<file path="src/rtl/st_channel_adapter_pipe_pkg.sv">
// Shared definitions for the channel adapter pipeline.
//   pkt_state_t : packet FSM state (idle / forwarding a packet / dropping a packet)
//   SKID_DEPTH  : number of entries in the output skid buffer
package st_adapter_pkg;

  typedef enum logic [1:0] {
    ST_IDLE = 2'd0,
    ST_PKT  = 2'd1,
    ST_DROP = 2'd2
  } pkt_state_t;

  localparam int unsigned SKID_DEPTH = 2;

endpackage

</file>
<file path="src/rtl/st_skid_buffer.sv">
// Two-entry skid buffer with registered output and registered ready.
//   clk, reset  : clock, synchronous active-high reset
//   push        : write push_data (caller guarantees push_ready was high)
//   push_data   : payload to store
//   push_ready  : registered; high when occupancy after this cycle is < SKID_DEPTH
//   pop_valid   : head entry is valid
//   pop_ready   : consumer takes the head entry this cycle
//   pop_data    : head entry (held stable while pop_valid & !pop_ready)
module st_skid_buffer
  import st_adapter_pkg::*;
#(
  parameter int unsigned WIDTH = 8
) (
  input  logic             clk,
  input  logic             reset,
  input  logic             push,
  input  logic [WIDTH-1:0] push_data,
  output logic             push_ready,
  output logic             pop_valid,
  input  logic             pop_ready,
  output logic [WIDTH-1:0] pop_data
);

  logic [WIDTH-1:0] head;
  logic [WIDTH-1:0] tail;
  logic [1:0]       occ;
  logic [1:0]       occ_next;
  logic             pop;

  assign pop_valid = (occ != 2'd0);
  assign pop_data  = head;
  assign pop       = pop_valid & pop_ready;

  always_comb begin
    occ_next = occ;
    if (push && !pop) begin
      occ_next = occ + 2'd1;
    end else if (pop && !push) begin
      occ_next = occ - 2'd1;
    end
  end

  always_ff @(posedge clk) begin
    if (reset) begin
      head       <= '0;
      tail       <= '0;
      occ        <= '0;
      push_ready <= 1'b0;
    end else begin
      occ        <= occ_next;
      push_ready <= (occ_next < 2'(SKID_DEPTH));
      // Head always holds the oldest beat; a push lands in head only when
      // head is empty or being consumed with nothing queued behind it.
      if (pop) begin
        if (occ == 2'd2) begin
          head <= tail;
        end else if (push) begin
          head <= push_data;
        end
      end else if (push) begin
        if (occ == 2'd0) begin
          head <= push_data;
        end else begin
          tail <= push_data;
        end
      end
    end
  end

endmodule

</file>
<file path="src/rtl/st_channel_adapter_pipe.sv">
// Streaming channel adapter: latches the channel of each packet on its SOP
// beat, forwards beats with that channel widened to OUT_CH_W, and discards
// packets with an out-of-range channel as well as orphan (non-SOP) beats.
//   clk, reset                          : clock, synchronous active-high reset
//   in_valid/in_ready/in_data           : sink handshake and data
//   in_channel                          : sink channel, used on SOP beats only
//   in_startofpacket/in_endofpacket     : sink packet delimiters
//   out_valid/out_ready/out_data        : source handshake and data
//   out_channel                         : latched channel, zero-extended
//   out_startofpacket/out_endofpacket   : source packet delimiters
//   drop_count                          : saturating count of dropped packets / orphan beats
//   proto_err                           : one-cycle pulse on protocol violation
module st_channel_adapter_pipe
  import st_adapter_pkg::*;
#(
  parameter int unsigned DATA_W      = 8,
  parameter int unsigned IN_CH_W     = 1,
  parameter int unsigned OUT_CH_W    = 8,
  parameter int unsigned MAX_CHANNEL = 1,
  parameter int unsigned CNT_W       = 16
) (
  input  logic                clk,
  input  logic                reset,
  output logic                in_ready,
  input  logic                in_valid,
  input  logic [DATA_W-1:0]   in_data,
  input  logic [IN_CH_W-1:0]  in_channel,
  input  logic                in_startofpacket,
  input  logic                in_endofpacket,
  input  logic                out_ready,
  output logic                out_valid,
  output logic                out_startofpacket,
  output logic                out_endofpacket,
  output logic [DATA_W-1:0]   out_data,
  output logic [OUT_CH_W-1:0] out_channel,
  output logic [CNT_W-1:0]    drop_count,
  output logic                proto_err
);

  localparam int unsigned PAY_W = DATA_W + OUT_CH_W + 2;

  pkt_state_t          state;
  pkt_state_t          state_next;
  logic [OUT_CH_W-1:0] chan_q;
  logic [OUT_CH_W-1:0] chan_next;
  logic [OUT_CH_W-1:0] fwd_chan;
  logic [OUT_CH_W-1:0] in_chan_ext;
  logic                accept;
  logic                ch_ok;
  logic                fwd;
  logic                count_drop;
  logic                err;
  logic [PAY_W-1:0]    pay_in;
  logic [PAY_W-1:0]    pay_out;

  assign accept      = in_valid & in_ready;
  assign in_chan_ext = OUT_CH_W'(in_channel);
  assign ch_ok       = (32'(in_channel) <= MAX_CHANNEL);

  // A SOP beat restarts packet handling from any state; it is only an error
  // when it interrupts an open packet (forwarded or being dropped).
  always_comb begin
    state_next = state;
    chan_next  = chan_q;
    fwd_chan   = chan_q;
    fwd        = 1'b0;
    count_drop = 1'b0;
    err        = 1'b0;
    if (accept) begin
      if (in_startofpacket) begin
        err = (state != ST_IDLE);
        if (ch_ok) begin
          fwd        = 1'b1;
          fwd_chan   = in_chan_ext;
          chan_next  = in_chan_ext;
          state_next = in_endofpacket ? ST_IDLE : ST_PKT;
        end else begin
          count_drop = 1'b1;
          state_next = in_endofpacket ? ST_IDLE : ST_DROP;
        end
      end else begin
        unique case (state)
          ST_IDLE: begin
            count_drop = 1'b1;
            err        = 1'b1;
          end
          ST_PKT: begin
            fwd = 1'b1;
            if (in_endofpacket) state_next = ST_IDLE;
          end
          ST_DROP: begin
            if (in_endofpacket) state_next = ST_IDLE;
          end
          default: state_next = ST_IDLE;
        endcase
      end
    end
  end

  always_ff @(posedge clk) begin
    if (reset) begin
      state      <= ST_IDLE;
      chan_q     <= '0;
      drop_count <= '0;
      proto_err  <= 1'b0;
    end else begin
      state     <= state_next;
      chan_q    <= chan_next;
      proto_err <= err;
      if (count_drop && (drop_count != '1)) begin
        drop_count <= drop_count + CNT_W'(1);
      end
    end
  end

  assign pay_in = {in_startofpacket, in_endofpacket, fwd_chan, in_data};

  st_skid_buffer #(
    .WIDTH(PAY_W)
  ) u_skid (
    .clk       (clk),
    .reset     (reset),
    .push      (fwd),
    .push_data (pay_in),
    .push_ready(in_ready),
    .pop_valid (out_valid),
    .pop_ready (out_ready),
    .pop_data  (pay_out)
  );

  assign {out_startofpacket, out_endofpacket, out_channel, out_data} = pay_out;

endmodule

</file>
<file path="config.mk">
export PLATFORM = sky130hd
export DESIGN_NAME = st_channel_adapter_pipe
export DESIGN_NICKNAME = d
export VERILOG_FILES = /design/src/rtl/st_channel_adapter_pipe_pkg.sv /design/src/rtl/st_skid_buffer.sv /design/src/rtl/st_channel_adapter_pipe.sv
export SDC_FILE = /design/constraint.sdc
export NUM_CORES = 1
export LEC_CHECK = 0
export BUFFER_PORTS_ARGS = -buffer_cell sky130_fd_sc_hd__buf_2
export CAP_MARGIN = 40
export CELL_PAD_IN_SITES_DETAIL_PLACEMENT = 1
export CELL_PAD_IN_SITES_GLOBAL_PLACEMENT = 1
export CORE_UTILIZATION = 30
export DETAILED_ROUTE_END_ITERATION = 10
export GPL_TIMING_DRIVEN = 0
export PLACE_DENSITY_LB_ADDON = 0.1
export SETUP_SLACK_MARGIN = 0.15
export SYNTH_ARGS = -nofsm -noshare
export SYNTH_HDL_FRONTEND = slang
export SYNTH_SLANG_ARGS = --single-unit
</file>
<file path="constraint.sdc">
create_clock -name clk -period 7.1 [get_ports clk]
set_input_delay 0.355 -clock clk [delete_from_list [all_inputs] [get_ports clk]]
set_output_delay 0.355 -clock clk [all_outputs]
set_load 0.005 [all_outputs]
</file>
After elaboration in Yosys (flattened, before gate mapping)

Index checks and enable logic that the tools add are counted.

Flip-flop bits (word level): 66
Bits in latches: 0
Memory bits (writable): 0
Bits in read-only memories: 0
Input port bits: 15
Output and inout port bits: 37
Memories kept: 0

$add $sub $neg: 3
Multipliers: 0
Divide/modulo/power cells: 0
$lt $le $gt $ge: 1
Eq/ne operators: 6
Shift-type cells: 0
Multiplexer cells: 20
Bitwise operators: 5
Reduce and logical (&&, ||, !) cells: 17

Operator list:

| cell                  | number |
|---|---|
| $mux 18               | 5 |
| $add 16x1->16 const B | 1 |
| $mux 8                | 2 |
| $ne 16x16->1 const B  | 1 |
| $reduce_bool 2->1     | 5 |
| $reduce_and 3->1      | 3 |
| $mux 1                | 8 |
| $mux 2                | 4 |
| $eq 2x2->1 const B    | 2 |
| $logic_not 2->1       | 2 |
| $pmux 2 s2            | 1 |
| $reduce_or 2->1       | 2 |
| $logic_and 1x1->1     | 3 |
| $ne 3x1->1 const B    | 1 |
| $not 1->1             | 3 |
| $add 2x1->2 const B   | 1 |
| $and 1x1->1           | 2 |
| $eq 2x1->1 const B    | 1 |
| $logic_not 1->1       | 2 |
| $lt 2x2->1 const B    | 1 |
| $ne 2x2->1 const B    | 1 |
| $sub 2x1->2 const B   | 1 |

Logic depth before layout (Yosys ltp)

Gate-level depths: netlist of run 1.

Word-level depth: 9
Depth in mapped cells: 9
Mapped depth without buffers: 7

Modules after synthesis

Synthesis of run 1 repeated with hierarchy kept, for this count alone.

Cells, all modules: 334
Area, all modules: 2,892.8 um^2

By module, submodules not included:

| module                  | instances | cells an instance | area each (um^2) |
|---|---|---|---|
| st_skid_buffer          | 1         | 202               | 1,684.1 |
| st_channel_adapter_pipe | 1         | 132               | 1,208.7 |

Least setup slack after synthesis of run 1

OpenSTA, ideal clock, no wires.

Path kind: reg-to-reg
From: reg u_skid.occ[0]
To: reg (tool-made name)
Arrival time: 2,135 ps
Data required time: 7,005 ps
Path slack: 4,870 ps
Cell stages (with the launch flop): 10
Path through: dfxtp_1 -> inv_1 -> ha_1 -> nor2b_1 -> clkbuf_1 -> clkbuf_1 -> inv_1 -> ha_1 -> or3b_2 -> a221oi_1

RTL lines:

| item                   | line                 | source |
|---|---|---|
| from (decl)            | st_skid_buffer.sv:26 | `logic [1:0] occ;` |
| from (signal assigned) | st_skid_buffer.sv:50 | `occ <= occ_next;` |

==> impl_metrics.yaml, run 1 <==
synth:
  postSynthCellCount: 336
  synth.yosys.seq_area_share_pct: 44.6
  netlist_area_um2: 2920
  synth.distinct_cells: 42
  synthesis.nets: 358
  synthFlopType: "dfxtp_1"
  ys_seq_elements: 65
  synthArstFlopShare_pct: 0
  yosysWarnings: 0
  syn_avg_cell_area_um2: 8.68
  synth_edf_count: 0
cts:
  clk_pin_slew_ns: 0.08
  cts_tree: "yes"
  cts_resized: 0
  htree_levels: 3
  postCtsSetupBuffers: 0
  clock_path_buffers: 2
  cts_buffers: 9
  clkLatencyLatePin_ns: 0.34
  cts.sinks: 65
  clock-root-buffer: "clkbuf_8"
  cts.hold.buffers_added: 0
sta:
  slew_viol_final: 0
  slew_headroom_pct: 56.6
  holdWs_ns: 0.256
  setup_viol: 0
  rsz0062_at_grt: "no"
  tightest_slew_ns: 0.651
  max_freq_mhz: 378
  setup_tns_ns: 0
  min_period_ns: 2.64
  finClkSkew_ns: 0.00529
  final-hold-violation-count: 0
  post-route-period-util_pct: 37.2
critical_path:
  rr_worst_depth: 9
  reg2reg_from: "u_skid.occ[0]"
  path_delay_family: "buffers and inverters"
  critPathCaptureType: "register"
  cp_slowest_cell: "or3b_2"
  path_depth: 9
  worstSetupPathType: "reg -> reg"
  worstPathArrival_ns: 2.90
  cp_slowest_stage_delay_ns: 0.47
  worst-path-buf-inv: 4
  crit_start: "u_skid.occ[0]"
  cp.required_ns: 7.35
  path_cells: "inv_1, ha_1, nor2b_1, clkbuf_1, clkbuf_1, inv_1, ha_1, or3b_2, a221oi_1"
  crit_path_max_fanout: 10
  crit_path_start_kind: "register"
  rrSetupSlack_ns: 4.46
grt:
  grt_max_degree: 13
  grtUsageTotal_pct: 17.3
  grt_pass1_wl_mm: 13.3
  antenna_found_initial: 0
  grt_pass1_vias: 2597
  gr-total-overflow: 0
floorplanning:
  die_area_um2: 10100
  rows: 35
  ios: 52
  core_area_um2: 9330
  die_w_um: 101
  start_util_pct: 31.3
  die_h_um: 101
final_layout:
  n_fill_cell: 1140
  mostFrequentLayoutCell: "dfxtp_1"
  drive_gt1_share_pct: 22.6
  nNetsFinal: 420
  area_growth_pct: 21.0
  antenna_cells: 0
  layout.cells.most_common_list: "65 x dfxtp_1, 57 x buf_2, 43 x nand2_1"
drt:
  wl_per_cell_um: 15.5
  vias: 2608
  drt-total-wl_mm: 8.24
  via_per_inst: 4.90
  drtPass1Iterations: 6
  ant_nets: 0
  remaining_drc_errors: 0
  first_iter_violations: 59
min_path:
  hp-class: "in -> reg"
status:
  run_status: "finished clean"
place:
  dp_hpwl_mm: 5.76
  port_buffers: 51
  gp_congestion: 0.710
job:
  maxCapViolCount: 0
power_and_ir_drop:
  peakVddDrop_v: 0.000147
  leakage_uw: 0.00147
  power_density_nw_per_um2: 224
## synth_stat cells (4+ instances only)
cell | n | share of area (%)
dfxtp_1 | 65 | 45
nand2_1 | 43 | 5.5
nor2_1 | 36 | 4.6
a21oi_1 | 22 | 3.8
mux2i_1 | 16 | 5.5
nand3_1 | 16 | 2.7
a211oi_1 | 13 | 3.3
a311oi_1 | 10 | 3.0
and3_1 | 9 | 1.9
clkbuf_1 | 9 | 1.2
inv_1 | 9 | 1.2
nor2b_1 | 9 | 1.9
and2_1 | 7 | 1.5
ha_1 | 7 | 3.0
mux2_2 | 7 | 2.7
buf_2 | 6 | 1.0
or4_1 | 6 | 1.5
buf_1 | 5 | 0.64
o21ai_0 | 5 | 0.86
nand4_1 | 4 | 0.86
nor3_1 | 4 | 0.69
o31ai_1 | 4 | 1.0
## power breakdown
part,total [uW],leakage (uW),internal (uW),switching (uW)
Clock,319,0.0000912,161,158
Combinational,87.1,0.000849,33.2,53.9
Sequential,386,0.000526,378,7.93
Total,792,0.00147,572,220
## flip-flops by register name, summed over array words and instances (netlist names), named ones only
| name | count |
|---|---|
| u_skid.pop_data | 18 |
| u_skid.tail | 18 |
| drop_count | 16 |
| chan_q | 8 |
| proto_err | 1 |
| state | 1 |
| u_skid.occ | 1 |
| u_skid.push_ready | 1 |
## how the worst min path moves through the flow
stage | slack [ns] | cells past startpoint | endpoint | startpoint
2_1_floorplan | 0.44 | 2 | u_skid.tail[0] | u_skid.tail[0]
3_3_place_gp | 0.44 | 2 | u_skid.tail[2] | u_skid.tail[2]
3_5_place_dp | 0.45 | 2 | u_skid.tail[5] | u_skid.tail[5]
4_1_cts | 0.24 | 3 | u_skid.tail[1] | in_data[1]
5_1_grt | 0.25 | 3 | u_skid.tail[4] | in_data[4]
6_report | 0.26 | 3 | u_skid.tail[1] | in_data[1]
## per-layer routing
metal	up-vias	GRT usage (%)	wire (um)
met1	1245	22.3	3950
met2	45	29.0	3910
met3	5	4.44	309
met5	-	0	0
met4	0	4.35	70
li1	1313	-	-
## through the flow
| stage | total power (uW) | util (%) | instances | worst slack, ns | cell area, um^2 |
|---|---|---|---|---|---|
| 2_1_floorplan | 445 | - | 336 | 4.87 | 2920 |
| 4_1_cts | 804 | 37.8 | 532 | 4.43 | 3530 |
| 6_report | 792 | 37.8 | 532 | 4.46 | 3530 |
| 5_1_grt | 831 | 37.8 | 532 | 4.25 | 3530 |
| 3_3_place_gp | 481 | 35.7 | 516 | 4.53 | 3330 |
| 3_5_place_dp | 483 | 35.7 | 516 | 4.46 | 3330 |
## cell families after synthesis
family / synth area share (%)
compound gates: 13.7
buf+inv: 4.50
mux: 8.19
flops: 44.6
simple gates: 26.0
fa+ha+maj: 3.00
## tightest hold or removal path: cells and delay by family
family / cells / cell delay (ns)
buffers and inverters: 1 / 0.10
and+or+nand+nor: 1 / 0.05
AOI/OAI and AO/OA: 1 / 0.05
## final cells by class
cell class              count  area, um^2  share of cell area (%)
clock inverters             7        71.3                    2.02
multi-input cells         240        1490                    42.1
inverters                   9        33.8                   0.957
well taps                 129         161                    4.57
repair buffers             51         255                    7.23
clock buffers               9         124                    3.51
plain buffers              22        97.6                    2.76
flip-flops and latches     65        1300                    36.9
(Power assumes the default switching activity.)
==> run 2, diff against run 1 <==
==> constraint.sdc (replaced) <==
create_clock -name clk -period 2.25 [get_ports clk]
set_input_delay 0.1125 -clock clk [delete_from_list [all_inputs] [get_ports clk]]
set_output_delay 0.1125 -clock clk [all_outputs]
set_load 0.005 [all_outputs]
==> run 2 against run 1 <==
  * Wire length fell by 0.34%
  * Critical path depth down 1
  * First-iteration DRC count fell by 27%
  * Combinational power grew to 3.5 times the previous value
  * Flip-flop and latch count did not move
==> impl_metrics.yaml, run 2 (same netlist as run 1, synthesis figures left out) <==
sta:
  slew_viol_final: 0
  holdWs_ns: 0.0105
  setup_viol: 0
  final-hold-violation-count: 0
  min_period_ns: 2.01
  tightest_slew_ns: 0.653
  rsz0062_at_grt: "no"
  finClkSkew_ns: 0.0105
  post-route-period-util_pct: 89.2
  max_freq_mhz: 498
  slew_headroom_pct: 56.5
grt:
  antenna_found_initial: 0
  grt_pass1_vias: 2582
  grt_max_degree: 12
  grtUsageTotal_pct: 17.4
  grt_pass1_wl_mm: 13.4
  gr-total-overflow: 0
critical_path:
  worstPathArrival_ns: 2.27
  worstSetupPathType: "reg -> reg"
  rr_worst_depth: 8
  critPathCaptureType: "register"
  reg2reg_from: "state[0]"
  rrSetupSlack_ns: 0.24
  crit_path_start_kind: "register"
  cp.required_ns: 2.51
  crit_path_max_fanout: 6
final_layout:
  area_growth_pct: 25.7
  mostFrequentLayoutCell: "dfxtp_1"
  final_util_pct: 39.3
  layout.cells.most_common_list: "63 x dfxtp_1, 55 x buf_2, 43 x nand2_1"
  drive_gt1_share_pct: 25.7
  antenna_cells: 0
  nNetsFinal: 426
  fin_cells: 538
place:
  dp_hpwl_mm: 5.75
  dp.cells: 516
  port_buffers: 51
  gp_congestion: 0.726
min_path:
  hp-class: "in -> reg"
  whs_endpoint: "u_skid.tail[2]"
  min_from: "in_data[2]"
  hold_path_depth: 3
cts:
  clkLatencyLatePin_ns: 0.35
  cts_buffers: 9
  clock_path_buffers: 2
  htree_levels: 3
  clk_pin_slew_ns: 0.08
  clock-root-buffer: "clkbuf_8"
  cts.sinks: 65
  cts_tree: "yes"
drt:
  wl_per_cell_um: 15.3
  via_per_inst: 4.92
  ant_nets: 0
  first_iter_violations: 43
  drtPass1Iterations: 4
  vias: 2645
  remaining_drc_errors: 0
  drt-total-wl_mm: 8.22
floorplanning:
  die_w_um: 101
  die_h_um: 101
  start_util_pct: 31.3
  ios: 52
  die_area_um2: 10100
  rows: 35
  core_area_um2: 9330
power_and_ir_drop:
  peakVddDrop_v: 0.000325
  leakage_uw: 0.00154
  power_density_nw_per_um2: 754
job:
  maxCapViolCount: 0
status:
  run_status: "finished clean"
==> run 2: cell types whose count changed in the layout (fill, tap and decap cells not counted), sizes merged <==
cell      previous run  this run
bufinv               1         3
clkinv               3         1
clkinvlp             3         1
buf                 64        71
clkbuf              18        19
==> run 2: worst max path at each step <==
stage          cells past startpoint           from            endpoint
3_3_place_gp                       9  u_skid.occ[0]            register
2_1_floorplan                      9  u_skid.occ[0]            register
4_1_cts                            9  u_skid.occ[0]            register
6_report                           8       state[0]            register
5_1_grt                            8       state[0]     u_skid.tail[16]
3_5_place_dp                       6       state[0]  u_skid.pop_data[7]
==> run 2: metrics by stage <==
stage / setup TNS [ns] / instance area (um^2) / setup slack, ns / total power (uW)
finish: 0 / 3670 / 0.243 / 2760
global route: 0 / 3670 / 0.158 / 2890
CTS: 0 / 3610 / 0.110 / 2780
detailed placement: -0.172 / 3340 / -0.0323 / 1530
global placement: -0.0205 / 3340 / -0.0202 / 1520
floorplan: 0 / 2920 / 0.191 / 1410
==> run 2: layout make-up <==
type / count / area, um^2
flip-flops and latches: 65 / 1300
well taps: 129 / 161
repair buffers: 57 / 300
inverters: 9 / 33.8
multi-input cells: 240 / 1510
clock buffers: 11 / 141
clock inverters: 5 / 103
plain buffers: 22 / 119
fillers: 1139 / 5660
==> run 2: repair_timing <==
item / CTS / global route
hold buffers: 0 / 0
endpoints found under the setup margin: 12 / 16
pin swaps: 0 / 1
setup buffers: 0 / 6
gates resized for setup: 6 / 9
==> run 2: metal layers <==
metal	part of all wire, %	vias up	GRT usage, %
li1	-	1330	-
met4	1.4	0	6.02
met5	0	-	0
met1	46	1267	21.8
met3	3.1	10	4.16
met2	49	38	29.3
==> run 2: where the power goes <==
group	internal, uW	switching (uW)	total [uW]
logic	127	178	305
clock network	765	478	1240
registers	1190	23.8	1220
total	2090	680	2760
==> run 2: critical path, cell delays in order, from the launching register on <==
cell	delay [ns]
dfxtp_1	0.33
inv_1	0.06
ha_1	0.14
nand3b_1	0.28
buf_4	0.17
buf_4	0.10
ha_2	0.19
or3b_2	0.45
a221oi_2	0.21
